[src/rtl/rmii_tx_arbiter_if.sv]
// Signal bundle between two frame sources and the RMII TX arbiter.
interface rmii_tx_arbiter_if;
  logic       req0;
  logic       axiiv0;
  logic [1:0] axiid0;
  logic       req1;
  logic       axiiv1;
  logic [1:0] axiid1;
  logic       grant0;
  logic       grant1;
  logic       axiov;
  logic [1:0] axiod;
  logic       timeout;
  logic       abort;

  modport master (
    output req0, axiiv0, axiid0, req1, axiiv1, axiid1,
    input  grant0, grant1, axiov, axiod, timeout, abort
  );

  modport slave (
    input  req0, axiiv0, axiid0, req1, axiiv1, axiid1,
    output grant0, grant1, axiov, axiod, timeout, abort
  );
endinterface

[src/rtl/rmii_tx_arbiter.sv]
// Round-robin, whole-frame arbiter for the shared RMII TX dibit path.
// Enforces the inter-frame gap, drops stalled grants and cuts runaway frames.
module rmii_tx_arbiter #(
  parameter int unsigned IFG_DIBITS    = 48,
  parameter int unsigned GRANT_TIMEOUT = 16,
  parameter int unsigned MAX_DIBITS    = 6104
) (
  input  logic              clk,
  input  logic              rst,
  rmii_tx_arbiter_if.slave  bus
);

  localparam int unsigned WAIT_W = (GRANT_TIMEOUT > 1) ? $clog2(GRANT_TIMEOUT) : 1;

  typedef enum logic [1:0] {IDLE, GRANT_WAIT, SEND, GAP} state_t;

  state_t              state_q, state_d;
  logic                sel_q, sel_d;
  logic                prio_q, prio_d;
  logic                grant0_q, grant0_d;
  logic                grant1_q, grant1_d;
  logic                axiov_q, axiov_d;
  logic [1:0]          axiod_q, axiod_d;
  logic                timeout_q, timeout_d;
  logic                abort_q, abort_d;
  logic [WAIT_W-1:0]   wait_q, wait_d;
  logic [12:0]         len_q, len_d;
  logic [5:0]          gap_q, gap_d;

  logic                src_v;
  logic [1:0]          src_dat;
  logic                pick;

  // Select the granted source's dibit stream and the IDLE arbitration winner
  always_comb begin
    src_v   = sel_q ? bus.axiiv1 : bus.axiiv0;
    src_dat = sel_q ? bus.axiid1 : bus.axiid0;
    pick    = (bus.req0 && bus.req1) ? prio_q : bus.req1;
  end

  // Next-state and registered-output computation for the arbitration FSM
  always_comb begin
    state_d   = state_q;
    sel_d     = sel_q;
    prio_d    = prio_q;
    grant0_d  = grant0_q;
    grant1_d  = grant1_q;
    axiov_d   = 1'b0;
    axiod_d   = '0;
    timeout_d = 1'b0;
    abort_d   = 1'b0;
    wait_d    = wait_q;
    len_d     = len_q;
    gap_d     = gap_q;
    unique case (state_q)
      IDLE: begin
        if (bus.req0 || bus.req1) begin
          sel_d    = pick;
          grant0_d = ~pick;
          grant1_d = pick;
          wait_d   = '0;
          state_d  = GRANT_WAIT;
        end
      end
      GRANT_WAIT: begin
        if (src_v) begin
          axiov_d = 1'b1;
          axiod_d = src_dat;
          len_d   = 13'd1;
          state_d = SEND;
        end else if (wait_q == WAIT_W'(GRANT_TIMEOUT - 1)) begin
          grant0_d  = 1'b0;
          grant1_d  = 1'b0;
          timeout_d = 1'b1;
          prio_d    = ~sel_q;
          state_d   = IDLE;
        end else begin
          wait_d = wait_q + 1'b1;
        end
      end
      SEND: begin
        // Valid dropping exactly at the length limit is a normal end, so the
        // end-of-frame test takes precedence over the abort test.
        if (!src_v || (len_q == 13'(MAX_DIBITS))) begin
          grant0_d = 1'b0;
          grant1_d = 1'b0;
          prio_d   = ~sel_q;
          abort_d  = src_v;
          gap_d    = '0;
          state_d  = GAP;
        end else begin
          axiov_d = 1'b1;
          axiod_d = src_dat;
          len_d   = len_q + 13'd1;
        end
      end
      GAP: begin
        if (gap_q == 6'(IFG_DIBITS - 1)) begin
          state_d = IDLE;
        end else begin
          gap_d = gap_q + 6'd1;
        end
      end
      default: state_d = IDLE;
    endcase
  end

  // State and output registers, cleared asynchronously
  always_ff @(posedge clk or posedge rst) begin
    if (rst) begin
      state_q   <= IDLE;
      sel_q     <= 1'b0;
      prio_q    <= 1'b0;
      grant0_q  <= 1'b0;
      grant1_q  <= 1'b0;
      axiov_q   <= 1'b0;
      axiod_q   <= '0;
      timeout_q <= 1'b0;
      abort_q   <= 1'b0;
      wait_q    <= '0;
      len_q     <= '0;
      gap_q     <= '0;
    end else begin
      state_q   <= state_d;
      sel_q     <= sel_d;
      prio_q    <= prio_d;
      grant0_q  <= grant0_d;
      grant1_q  <= grant1_d;
      axiov_q   <= axiov_d;
      axiod_q   <= axiod_d;
      timeout_q <= timeout_d;
      abort_q   <= abort_d;
      wait_q    <= wait_d;
      len_q     <= len_d;
      gap_q     <= gap_d;
    end
  end

  assign bus.grant0  = grant0_q;
  assign bus.grant1  = grant1_q;
  assign bus.axiov   = axiov_q;
  assign bus.axiod   = axiod_q;
  assign bus.timeout = timeout_q;
  assign bus.abort   = abort_q;

endmodule

[src/flat_wrapper.sv]
// flat-port wrapper written by rule: the top's interface ports become plain ports
module rmii_tx_arbiter_flat 
#(
  parameter int unsigned IFG_DIBITS    = 48,
  parameter int unsigned GRANT_TIMEOUT = 16,
  parameter int unsigned MAX_DIBITS    = 6104
)
  (clk, rst, bus_req0, bus_axiiv0, bus_axiid0, bus_req1, bus_axiiv1, bus_axiid1, bus_grant0, bus_grant1, bus_axiov, bus_axiod, bus_timeout, bus_abort);
  rmii_tx_arbiter_if bus_i ();
  input  logic clk;
  input  logic rst;
  input wire logic [$bits(bus_i.req0)-1:0] bus_req0;
  input wire logic [$bits(bus_i.axiiv0)-1:0] bus_axiiv0;
  input wire logic [$bits(bus_i.axiid0)-1:0] bus_axiid0;
  input wire logic [$bits(bus_i.req1)-1:0] bus_req1;
  input wire logic [$bits(bus_i.axiiv1)-1:0] bus_axiiv1;
  input wire logic [$bits(bus_i.axiid1)-1:0] bus_axiid1;
  output wire logic [$bits(bus_i.grant0)-1:0] bus_grant0;
  output wire logic [$bits(bus_i.grant1)-1:0] bus_grant1;
  output wire logic [$bits(bus_i.axiov)-1:0] bus_axiov;
  output wire logic [$bits(bus_i.axiod)-1:0] bus_axiod;
  output wire logic [$bits(bus_i.timeout)-1:0] bus_timeout;
  output wire logic [$bits(bus_i.abort)-1:0] bus_abort;
  assign bus_i.req0 = bus_req0;
  assign bus_i.axiiv0 = bus_axiiv0;
  assign bus_i.axiid0 = bus_axiid0;
  assign bus_i.req1 = bus_req1;
  assign bus_i.axiiv1 = bus_axiiv1;
  assign bus_i.axiid1 = bus_axiid1;
  assign bus_grant0 = bus_i.grant0;
  assign bus_grant1 = bus_i.grant1;
  assign bus_axiov = bus_i.axiov;
  assign bus_axiod = bus_i.axiod;
  assign bus_timeout = bus_i.timeout;
  assign bus_abort = bus_i.abort;
  rmii_tx_arbiter #(.IFG_DIBITS(IFG_DIBITS), .GRANT_TIMEOUT(GRANT_TIMEOUT), .MAX_DIBITS(MAX_DIBITS)) u_core (.clk(clk), .rst(rst), .bus(bus_i));
endmodule
[config.mk]
export PLATFORM = sky130hd
export DESIGN_NAME = rmii_tx_arbiter_flat
export DESIGN_NICKNAME = d
export VERILOG_FILES = /design/src/rtl/rmii_tx_arbiter_if.sv /design/src/rtl/rmii_tx_arbiter.sv /design/src/flat_wrapper.sv
export SDC_FILE = /design/constraint.sdc
export NUM_CORES = 1
export LEC_CHECK = 0
export CAP_MARGIN = 30
export CORE_MARGIN = 2
export CORE_UTILIZATION = 30
export DETAILED_ROUTE_END_ITERATION = 8
export GPL_TIMING_DRIVEN = 0
export PLACE_DENSITY = 0.43
export SYNTH_ARGS = -nofsm -noshare
export SYNTH_HDL_FRONTEND = slang
export SYNTH_SLANG_ARGS = --single-unit
[constraint.sdc]
create_clock -name clk -period 5.15 [get_ports clk]
set_clock_uncertainty 0.05 [all_clocks]
set_input_delay 0.7725 -clock clk [delete_from_list [all_inputs] [get_ports clk]]
set_output_delay 0.7725 -clock clk [all_outputs]
set_load 0.005 [all_outputs]
# --- Yosys cells after proc, flatten, opt, wreduce, memory -nomap -nowiden ---
# Index checks and enable logic that the tools add are counted.
totals:
  regBits: 34
  inputBits: 10
  out_inout_bits: 7
  word_cells: 90
op_classes:
  addsub: 3
  n_eq_ne: 16
  n_mux: 41
  bitwise: 2
  reduce_logical: 16
op_table:
  columns: ["cell", "n"]
  rows:
  - ["$mux W13", 2]
  - ["$pmux W13 S2", 1]
  - ["$mux W1", 17]
  - ["$mux W2", 8]
  - ["$add A13 B1 Y13 const B", 1]
  - ["$eq A13 B13 Y1 const B", 1]
  - ["$mux W4", 3]
  - ["$mux W6", 2]
  - ["$pmux W6 S2", 1]
  - ["$reduce_and A4 Y1", 3]
  - ["$ne A2 B1 Y1 const B", 5]
  - ["$ne A2 B2 Y1 const B", 4]
  - ["$pmux W2 S4", 1]
  - ["$pmux W4 S2", 1]
  - ["$add A6 B1 Y6 const B", 1]
  - ["$eq A6 B6 Y1 const B", 1]
  - ["$pmux W1 S3", 2]
  - ["$reduce_and A3 Y1", 2]
  - ["$reduce_bool A2 Y1", 3]
  - ["$reduce_and A5 Y1", 1]
  - ["$add A4 B1 Y4 const B", 1]
  - ["$eq A2 B2 Y1 const B", 2]
  - ["$eq A4 B4 Y1 const B", 1]
  - ["$pmux W1 S2", 2]
  - ["other kinds (10)", 12]

# --- Logic depth before layout (Yosys ltp) ---
# Gate-level depths: netlist of run 1.
logic_depth:
  word_depth: 5
  ltp_mapped: 9
  ltp_nobuf: 7

# --- Worst setup path before layout of run 1 ---
# No wires, ideal clock.
synth_timing:
  path_kind: "input port to flip-flop"
  from: "in bus_axiiv0"
  to: "reg u_core.wait_q[3]"
  setup_ps: 77
  arrival_time_ps: 1822
  required_time_ps: 5023
  path_slack_ps: 3201
  cell_stages: 5
  path_buffers: 0
  path_cell_list: "mux2i_4 -> nand3_1 -> a21o_1 -> or3_1 -> a21oi_1"
synth_via:
  elab_chain_len: 3
synth_lines:
  columns: ["item", "line", "text"]
  rows:
  - ["from (decl)", "flat_wrapper.sv:13", "input wire logic [$bits(bus_i.axiiv0)-1:0] bus_axiiv0;"]
  - ["$mux W1", "rmii_tx_arbiter.sv:36", "src_v = sel_q ? bus.axiiv1 : bus.axiiv0;"]
  - ["$ne A2 B2 Y1 (no line)", null, null]
  - ["$reduce_and A4 Y1 (no line)", null, null]
  - ["to (signal assigned)", "rmii_tx_arbiter.sv:133", "wait_q <= wait_d;"]
  - ["to (decl)", "rmii_tx_arbiter.sv:26", "logic [WAIT_W-1:0] wait_q, wait_d;"]
# Every way passes these cells.
# A chain may end at the register's enable or synchronous reset.

# --- Worst setup path in the final report of run 1 ---
layout_timing:
  from: "in bus_axiiv1"
  to: "reg u_core.len_q[5]"
layout_via:
  elab_chain_len: 5
  word_cells_on_any_way: 6
  cone_classes: "2 x eq/ne; 1 x mux; 3 x reduce/logical"
layout_lines:
  columns: ["item", "line", "text"]
  rows:
  - ["from (decl)", "flat_wrapper.sv:16", "input wire logic [$bits(bus_i.axiiv1)-1:0] bus_axiiv1;"]
  - ["$mux W1 *", "rmii_tx_arbiter.sv:36", null]
  - ["$logic_not A1 Y1", "rmii_tx_arbiter.sv:84", "if (!src_v || (len_q == 13'(MAX_DIBITS))) begin"]
  - ["$logic_or A1 B1 Y1", "rmii_tx_arbiter.sv:84", null]
  - ["$ne A2 B2 Y1 (no line)", null, null]
  - ["$reduce_and A3 Y1 (no line) *", null, null]
  - ["to (signal assigned)", "rmii_tx_arbiter.sv:134", "len_q <= len_d;"]
  - ["to (decl)", "rmii_tx_arbiter.sv:27", "logic [12:0] len_q, len_d;"]
# Every way passes the cells marked *; elsewhere a longest branch is shown, timed or not.

==> metrics.cfg, run 1 <==
[cells_and_area]
drive_above_1_share=0.103
seq_area_um2=851
diodes=0
multi_input_area_um2=970
nFillCells=636
area_growth_pct=17.3
nNetsFinal=242

[synth]
ys_seq_area_frac=0.442
ys_ff_latch=34
synth_flop_cell=dfrtp_1
synth-edff-count=0
synth.most_common_cell=dfrtp_1
postSynthCellCount=201
ys_top_cells_by_count=dfrtp_1, nand2_1, o21ai_0, nor2_1, nand3_1
synth_area_leaders=dfrtp_1, ha_1, o21ai_0, nand2_1, nand3_1
avgSynthCellArea_um2=9.57
syn_nets=219
synth.largest_area_cell=dfrtp_1
synth_warnings=0
async_flop_share=1.00
synth_top_area_frac=0.442
ys_types=43
syn_area_um2=1920

[sta]
final-hold-violation-count=0
period_minus_slack_ns=2.46
finalSetupViolCount=0
fmax_mhz=406
tightest_slew_ns=0.742
finalSetupTns_ns=0
slew_headroom=0.505
timing.hold.ws_ns=0.470
fin_crit_sh=0.478
slew_viol_final=0
rsz0062_at_grt=no

[routing]
vias_per_cell=5.04
wire_per_inst_um=14.0
first_pass_iters=6
drt-initial-drc-count=38
routed_wl_mm=4.22
drcViolationCount=0
ant_nets=0
vias=1516

[setup_path]
cp_slowest_cell=clkdlybuf4s50_1
critPathRequiredTime_ns=5.30
endpoint_kind=flip-flop
arrival_ns=2.61
worstSetupStartpointType=input pin
cp_cell_sequence=clkdlybuf4s50_1, mux2i_4, a311oi_4, nand2_1, or3_1, o21ai_0
crit_fanout=9
reg2reg_setup_slack_ns=2.92
max_stage_delay_ns=0.52
critPathKind=in -> reg

[clocking]
clock_latency_ns=0.29
ctsResizeCount=0
clk_pin_slew_ns=0.06
clk_path_buf_depth=2
cts_tree=done
cts-hold-fix-buffers=0
numCtsBuffers=5
cts.sinks=34
clockRootBuffer=clkbuf_8
post_cts_buffers=0
htree_levels=2

[global_routing]
antenna_found_initial=0
gr-total-overflow=0
grt_pass1_wl_mm=7.42
grt_pass1_vias=1537
grt_start_max_net_pins=35
grtUsageTotal=0.132

[floorplan]
rows=29
fp.dieW_um=84.1
die_area_um2=7070
start_util=0.307
core_um2=6280
die_y_um=84.1
io_pins=17

[placement]
port_buffers=16
dp_hpwl_mm=3.01
place.gp.congestion=0.763

[power_and_ir_drop]
cellPowerDensity_nw_per_um2=442
p_leak_uw=0.000948
vdd_drop_max_v=0.000201

[run]
maxCapViolCount=0

[hold_path]
min_path_type=reg -> reg

[outcome]
status=completed

-- final cells by class --
type	instances	share of cell area
Inverter	11	0.0183
Sequential cell	34	0.377
Timing Repair Buffer	16	0.0710
Buffer	7	0.0277
Tap cell	77	0.0427
Multi-Input combinational cell	149	0.430
Clock buffer	7	0.0338
-- placed cells by master (no fill, tap or decap), drive strengths merged, types with 6 or more instances in the layout --
cell	synthesis	routed
dfrtp	34	34
o21ai	19	19
inv	11	11
nor2	15	15
clkdlybuf4s50	0	16
ha	8	8
or3	6	6
clkbuf	3	10
a21oi	11	11
nand3	13	13
nand2	21	21
a31oi	7	7
-- layer usage --
layer  vias up  GRT usage  wire, um
li1        767          -         -
met4         0     0.0528        86
met2        24      0.213      1990
met5         -          0         0
met3         8     0.0346       123
met1       717      0.167      2030
-- kinds of logic (layout without fill, tap and decap cells) --
family          after synthesis  count (layout)  share of synthesized area
simple gates                 75              75                      0.200
fa+ha+maj                     8               8                     0.0520
flops                        34              34                      0.442
buf+inv                      18              41                     0.0540
mux                           9               9                     0.0559
xor+xnor                      2               2                    0.00910
compound gates               55              55                      0.187
-- power by group --
group / internal (uW) / switching, uW / total (uW)
clock: 93.2 / 96.1 / 189
sequential: 332 / 51.6 / 384
combinational: 188 / 237 / 425
total: 613 / 385 / 998
-- through the flow --
step           total power, uW  setup WS (ns)  utilization  std cells  instance area [um^2]
6_report                   998           2.69        0.360        301                  2260
5_1_grt                   1090           2.59        0.360        301                  2260
2_1_floorplan              690           3.20            -        201                  1920
4_1_cts                   1020           2.69        0.360        301                  2260
3_5_place_dp               821           2.40        0.347        294                  2180
3_3_place_gp               823           2.37        0.347        294                  2180
-- worst max-delay path: cells and delay by family --
family,cells,cell delay [ns]
multiplexers,1,0.13
buffers and inverters,1,0.52
AND/OR/NAND/NOR,2,0.60
AO/OA/AOI/OAI,2,0.59
-- sequential cells by signal (all words and copies together) (netlist names), named ones only --
signal and flops:
u_core.wait_q 4, u_core.bus.axiod 2, u_core.bus.grant0 1, u_core.len_q 13, u_core.gap_q 6, u_core.bus.axiov 1
u_core.bus.grant1 1, u_core.bus.timeout 1, u_core.state_q 1, u_core.sel_q 1, u_core.bus.abort 1, u_core.prio_q 1
-- final timing paths --
| path | end | depth (start not counted) | from |
|---|---|---|---|
| hold reg to reg | u_core.len_q[11]$_DFFE_PP0P_ | 1 | u_core.len_q[11]$_DFFE_PP0P_ |
| setup / recovery | u_core.len_q[5]$_DFFE_PP0P_ | 6 | bus_axiiv1 |
| hold / removal | u_core.len_q[11]$_DFFE_PP0P_ | 1 | u_core.len_q[11]$_DFFE_PP0P_ |
| max in group asynchronous | u_core.len_q[1]$_DFFE_PP0P_ | 2 | rst |
| min in group asynchronous | u_core.wait_q[3]$_DFFE_PP0P_ | 2 | rst |
| setup reg to reg | u_core.len_q[5]$_DFFE_PP0P_ | 8 | u_core.state_q[0]$_DFFE_PP0P_ |
Note: power is estimated with default switching activity, not from simulation.
==> inputs of run 2 (changes only) <==
--- a/config.mk
+++ b/config.mk
@@ -10,7 +10,7 @@
 export CORE_UTILIZATION = 30
 export DETAILED_ROUTE_END_ITERATION = 8
 export GPL_TIMING_DRIVEN = 0
-export PLACE_DENSITY = 0.43
+export PLACE_DENSITY = 0.45
 export SYNTH_ARGS = -nofsm -noshare
 export SYNTH_HDL_FRONTEND = slang
 export SYNTH_SLANG_ARGS = --single-unit
==> constraint.sdc (replaced) <==
create_clock -name clk -period 2.2 [get_ports clk]
set_clock_uncertainty 0.05 [all_clocks]
set_input_delay 0.33 -clock clk [delete_from_list [all_inputs] [get_ports clk]]
set_output_delay 0.33 -clock clk [all_outputs]
set_load 0.005 [all_outputs]
==> run 2 against run 1 <==
  * Flip-flop and latch count stayed put
  * Utilization increased by 2.5 points
  * Register-to-register slack worse by 2.8 ns
  * Sequential power up 140%
  * Cell count increased by 3.3%
==> metrics.cfg, run 2 (same netlist as run 1, synthesis figures left out) <==
[outcome]
status=completed

[global_routing]
grt_start_max_net_pins=19  ; -46%
gr-total-overflow=0  ; unchanged
grtUsageTotal=0.136  ; +0.00383
antenna_found_initial=0  ; unchanged
grt_pass1_wl_mm=7.66  ; +3.2%
grt_pass1_vias=1584  ; +3.1%

[hold_path]
min_path_type=in -> async

[routing]
wire_per_inst_um=14.1  ; +0.22%
drcViolationCount=0  ; unchanged
first_pass_iters=4  ; -2
routed_wl_mm=4.37  ; +3.6%
ant_nets=0  ; unchanged
vias=1547  ; +2.0%
drt-initial-drc-count=48  ; +26%
vias_per_cell=4.97  ; -1.2%

[clocking]
cts-hold-fix-buffers=0  ; unchanged
cts_tree=done
numCtsBuffers=5  ; unchanged
htree_levels=2  ; unchanged
cts.sinks=34  ; unchanged
clock_latency_ns=0.29  ; about the same
clk_path_buf_depth=2  ; unchanged
clk_pin_slew_ns=0.08  ; +0.02 ns
clockRootBuffer=clkbuf_8

[floorplan]
core_um2=6280  ; unchanged
start_util=0.307  ; unchanged
die_y_um=84.1  ; unchanged
rows=29  ; unchanged
die_area_um2=7070  ; unchanged
fp.dieW_um=84.1  ; unchanged
io_pins=17  ; unchanged

[sta]
fmax_mhz=475
timing.hold.ws_ns=0.438  ; -0.0327 ns
final-hold-violation-count=0  ; unchanged
slew_viol_final=0  ; unchanged
rsz0062_at_grt=yes
slew_headroom=0.463  ; -0.0422
tightest_slew_ns=0.805  ; +0.0635 ns
finalSetupViolCount=0  ; unchanged
period_minus_slack_ns=2.10
fin_crit_sh=0.957

[cells_and_area]
final_cell_mix=dfrtp_1, nand2_1, o21ai_0
largest_reg_flops=13  ; unchanged
diodes=0  ; unchanged
nNetsFinal=251  ; +3.7%
area_growth_pct=25.5
regMostFlops=u_core.len_q
layout_commonest_cell=dfrtp_1
drive_above_1_share=0.175  ; +0.0725
nFillCells=623  ; -2.0%
largestRegisters=u_core.len_q (13), u_core.gap_q (6), u_core.wait_q (4)

[placement]
place.gp.congestion=0.748  ; -2.0%
port_buffers=16  ; unchanged
dp_hpwl_mm=3.12  ; +3.8%

[run]
maxCapViolCount=0  ; unchanged

[power_and_ir_drop]
power_uw=2580  ; +160%
p_leak_uw=0.00103  ; +8.4%
cellPowerDensity_nw_per_um2=1070  ; +140%
vdd_drop_max_v=0.000447  ; +120%

[setup_path]
critPathRequiredTime_ns=2.33  ; -2.97 ns
cp_cell_sequence=inv_2, ha_4, buf_6, clkinvlp_4, a311oi_4, buf_4, nor2_1, nand3_2, mux2_2
arrival_ns=2.23  ; -0.38 ns
worstSetupStartpointType=flip-flop
critPathKind=reg -> reg
crit_fanout=7  ; -2
cp_slowest_cell=dfrtp_1
max_stage_delay_ns=0.43  ; -0.09 ns
endpoint_kind=flip-flop

==> run 2: layout make-up <==
type                    count  area [um^2]  area share
repair buffers             26          259       0.107
flip-flops and latches     34          852       0.353
multi-input cells         149          995       0.412
plain buffers               6         58.8      0.0244
well taps                  77         96.3      0.0399
clock buffers               5         68.8      0.0285
inverters                  11         45.0      0.0187
clock inverters             3         40.0      0.0166
==> run 2: final timing paths <==
path	depth (start not counted)	endpoint	from	slack (ns)
min reg2reg	1	u_core.bus.grant0$_DFFE_PP0P_	u_core.bus.grant0$_DFFE_PP0P_	0.47
max in group asynchronous	2	u_core.len_q[0]$_DFFE_PP0P_	rst	1.11
min in group clk	1	u_core.bus.grant0$_DFFE_PP0P_	u_core.bus.grant0$_DFFE_PP0P_	0.47
max	9	u_core.bus.grant0$_DFFE_PP0P_	u_core.state_q[0]$_DFFE_PP0P_	0.1
min	2	u_core.wait_q[2]$_DFFE_PP0P_	rst	0.44
max reg2reg	9	u_core.bus.grant0$_DFFE_PP0P_	u_core.state_q[0]$_DFFE_PP0P_	0.1
==> run 2: repair_timing <==
action,4_1_cts,5_1_grt
setup endpoints to repair,8,22
gates resized for setup,1,9
pin swaps,1,2
setup buffers,1,8
==> run 2: metrics by stage <==
stage	TNS [ns]	utilization	std cells	area, um^2	worst slack [ns]
floorplan	0	-	201	1920	0.328
global placement	-0.448	0.347	294	2180	-0.120
detailed placement	-0.578	0.352	295	2210	-0.113
CTS	-0.0355	0.371	304	2330	-0.0226
global route	-0.0229	0.385	311	2410	-0.0188
finish	0	0.385	311	2410	0.0951
==> run 2: per-layer routing <==
layer | up-vias | wire length (um) | track usage
met5 | - | 0 | 0
met4 | 0 | 61 | 0.0469
met3 | 7 | 136 | 0.0376
met2 | 18 | 2110 | 0.227
met1 | 732 | 2060 | 0.167
li1 | 790 | - | -
==> run 2: report_power, final <==
group          switching, uW  internal [uW]
logic                    587            513
clock network            246            334
registers                126            778
==> run 2: critical path: cells and delay by family, from the launching register on <==
| family | cells | cell delay, ns |
|---|---|---|
| AO/OA/AOI/OAI | 1 | 0.36 |
| buffers and inverters | 4 | 0.55 |
| adder cells (fa/ha/maj) | 1 | 0.13 |
| AND/OR/NAND/NOR | 2 | 0.13 |
| flip-flops | 1 | 0.43 |
| multiplexers | 1 | 0.33 |
==> inputs of run 3 (changes only) <==
--- a/config.mk
+++ b/config.mk
@@ -6,8 +6,9 @@
 export NUM_CORES = 1
 export LEC_CHECK = 0
 export CAP_MARGIN = 30
-export CORE_MARGIN = 2
+export CORE_MARGIN = 10
 export CORE_UTILIZATION = 30
+export CTS_CLUSTER_DIAMETER = 150
 export DETAILED_ROUTE_END_ITERATION = 8
 export GPL_TIMING_DRIVEN = 0
 export PLACE_DENSITY = 0.45
==> run 3 against run 2 <==
  * Count of clock-buffer cells in the layout is 2 higher
  * Total power decreased by 6.0%
  * Non-clock buffer count is 6 lower
  * Via count fell by 1.9%
  * Die area up 42%
  * Worst setup slack better by 0.022 ns
  * Cell count shrank 1.9%
  * Hold slack improved by 0.011 ns
  * Register-to-register slack improved by 0.02 ns
==> metrics.cfg, run 3 (same netlist as run 1, synthesis figures left out) <==
[outcome]
status=completed

[global_routing]
grt_start_max_net_pins=35  ; +16
antenna_found_initial=0  ; unchanged
grt_pass1_vias=1489  ; -6.0%
gr-total-overflow=0  ; unchanged
grtUsageTotal=0.0887  ; -0.0468
grt_pass1_wl_mm=7.29  ; -4.8%

[clocking]
htree_levels=2  ; unchanged
cts_tree=done
numCtsBuffers=5  ; unchanged
clockRootBuffer=clkbuf_8
clk_pin_slew_ns=0.07  ; about the same
clk_path_buf_depth=2  ; unchanged
clock_latency_ns=0.28  ; about the same
cts.sinks=34  ; unchanged

[routing]
routed_wl_mm=4.37  ; -0.18%
first_pass_iters=6  ; +2
drt-initial-drc-count=55  ; +15%
wire_per_inst_um=14.3  ; +1.8%
drcViolationCount=0  ; unchanged
vias_per_cell=4.98  ; about the same
ant_nets=0  ; unchanged
vias=1518  ; -1.9%

[placement]
dp_hpwl_mm=3.09  ; -0.97%
port_buffers=16  ; unchanged
placedInstanceArea_um2=2180  ; -1.2%
place.gp.congestion=0.735  ; -1.7%
placed_cells=294  ; -0.34%

[cells_and_area]
largest_reg_flops=13  ; unchanged
nNetsFinal=245  ; -2.4%
area_growth_pct=20.0
stdcell_count=305  ; -1.9%
fin_area_um2=2310  ; -4.4%
layout_commonest_cell=dfrtp_1
diodes=0  ; unchanged
largestRegisters=u_core.len_q (13), u_core.gap_q (6), u_core.wait_q (4)
regMostFlops=u_core.len_q
drive_above_1_share=0.136  ; -0.0392
final_cell_mix=dfrtp_1, nand2_1, o21ai_0

[power_and_ir_drop]
cellPowerDensity_nw_per_um2=1050  ; -1.7%
vdd_drop_max_v=0.000382  ; -15%
p_leak_uw=0.000974  ; -5.3%

[sta]
timing.hold.ws_ns=0.448  ; +0.0107 ns
slew_headroom=0.499  ; +0.0364
slew_viol_final=0  ; unchanged
fmax_mhz=480  ; +1.0%
tightest_slew_ns=0.750  ; -0.0548 ns
finalSetupViolCount=0  ; unchanged
fin_crit_sh=0.947  ; -0.00982
final-hold-violation-count=0  ; unchanged
rsz0062_at_grt=yes
period_minus_slack_ns=2.08  ; -0.0216 ns

[floorplan]
fp.dieW_um=100  ; +19%
core_um2=6280  ; unchanged
die_y_um=100  ; +19%
rows=29  ; unchanged
die_area_um2=10000  ; +42%
start_util=0.307  ; unchanged
io_pins=17  ; unchanged

[setup_path]
crit_fanout=9  ; +2
cp_slowest_cell=dfrtp_1
endpoint_kind=flip-flop
worstSetupStartpointType=flip-flop
rr_endpoint=u_core.gap_q[4]$_DFFE_PP0P_
cp_num_buf_inv=2  ; -2
r2r_start=u_core.len_q[0]$_DFFE_PP0P_
critPathRequiredTime_ns=2.36  ; +0.03 ns
reg2reg_depth=8  ; -1
crit_family=simple AND/OR/NAND/NOR gates
reg2reg_setup_slack_ns=0.12  ; +0.02 ns
max_stage_delay_ns=0.43  ; about the same
arrival_ns=2.24  ; about the same
cp_cell_sequence=inv_1, ha_1, and4b_2, a311oi_4, buf_6, a21o_2, or3_1, a21oi_1
critPathLaunch=u_core.len_q[0]$_DFFE_PP0P_
critPathKind=reg -> reg

[hold_path]
min_path_type=in -> async

[run]
maxCapViolCount=0  ; unchanged

-- run 3: cell type report --
| class | count | area (um^2) |
|---|---|---|
| flip-flops and latches | 34 | 851 |
| clock inverters | 1 | 5.00 |
| fillers | 648 | 3970 |
| repair buffers | 19 | 186 |
| clock buffers | 7 | 86.3 |
| inverters | 11 | 45.0 |
| well taps | 77 | 96.3 |
| multi-input cells | 149 | 976 |
| plain buffers | 7 | 62.6 |
-- run 3: worst max-delay path by stage --
| stage | endpoint | slack, ns | depth (start not counted) |
|---|---|---|---|
| 2_1_floorplan | u_core.len_q[6]$_DFFE_PP0P_ | 0.33 | 9 |
| 3_3_place_gp | u_core.len_q[12]$_DFFE_PP0P_ | -0.11 | 6 |
| 3_5_place_dp | u_core.len_q[5]$_DFFE_PP0P_ | -0.12 | 6 |
| 4_1_cts | u_core.len_q[5]$_DFFE_PP0P_ | 0.06 | 8 |
| 5_1_grt | u_core.len_q[6]$_DFFE_PP0P_ | -0.01 | 9 |
| 6_report | u_core.gap_q[4]$_DFFE_PP0P_ | 0.12 | 8 |
-- run 3: report_power, final --
| group | switching, uW | leakage (uW) | internal, uW | total, uW |
|---|---|---|---|---|
| clock | 232 | 0.0000482 | 253 | 485 |
| sequential | 122 | 0.000454 | 777 | 899 |
| combinational | 579 | 0.000471 | 465 | 1040 |
| total | 933 | 0.000974 | 1490 | 2430 |
-- run 3: stage by stage --
stage          setup WS, ns  power [uW]  setup TNS, ns  utilization
4_1_cts              0.0606        2440              0        0.364
3_5_place_dp         -0.120        1930         -0.460        0.347
2_1_floorplan         0.328        1610              0            -
5_1_grt             -0.0120        2620        -0.0120        0.368
3_3_place_gp         -0.109        1920         -0.348        0.347
6_report              0.117        2430              0        0.368
-- run 3: per-layer routing --
metal | vias up | GRT usage | wire length, um
met3 | 2 | 0.0282 | 129
met5 | - | 0 | 0
li1 | 777 | - | -
met2 | 13 | 0.145 | 2060
met4 | 0 | 0.0304 | 24
met1 | 726 | 0.108 | 2160
-- run 3: repair_timing --
| item | 4_1_cts | 5_1_grt |
|---|---|---|
| hold buffers | 0 | 0 |
| buffers inserted | 1 | 2 |
| resized for setup | 1 | 4 |
| endpoints found under the setup margin | 3 | 8 |
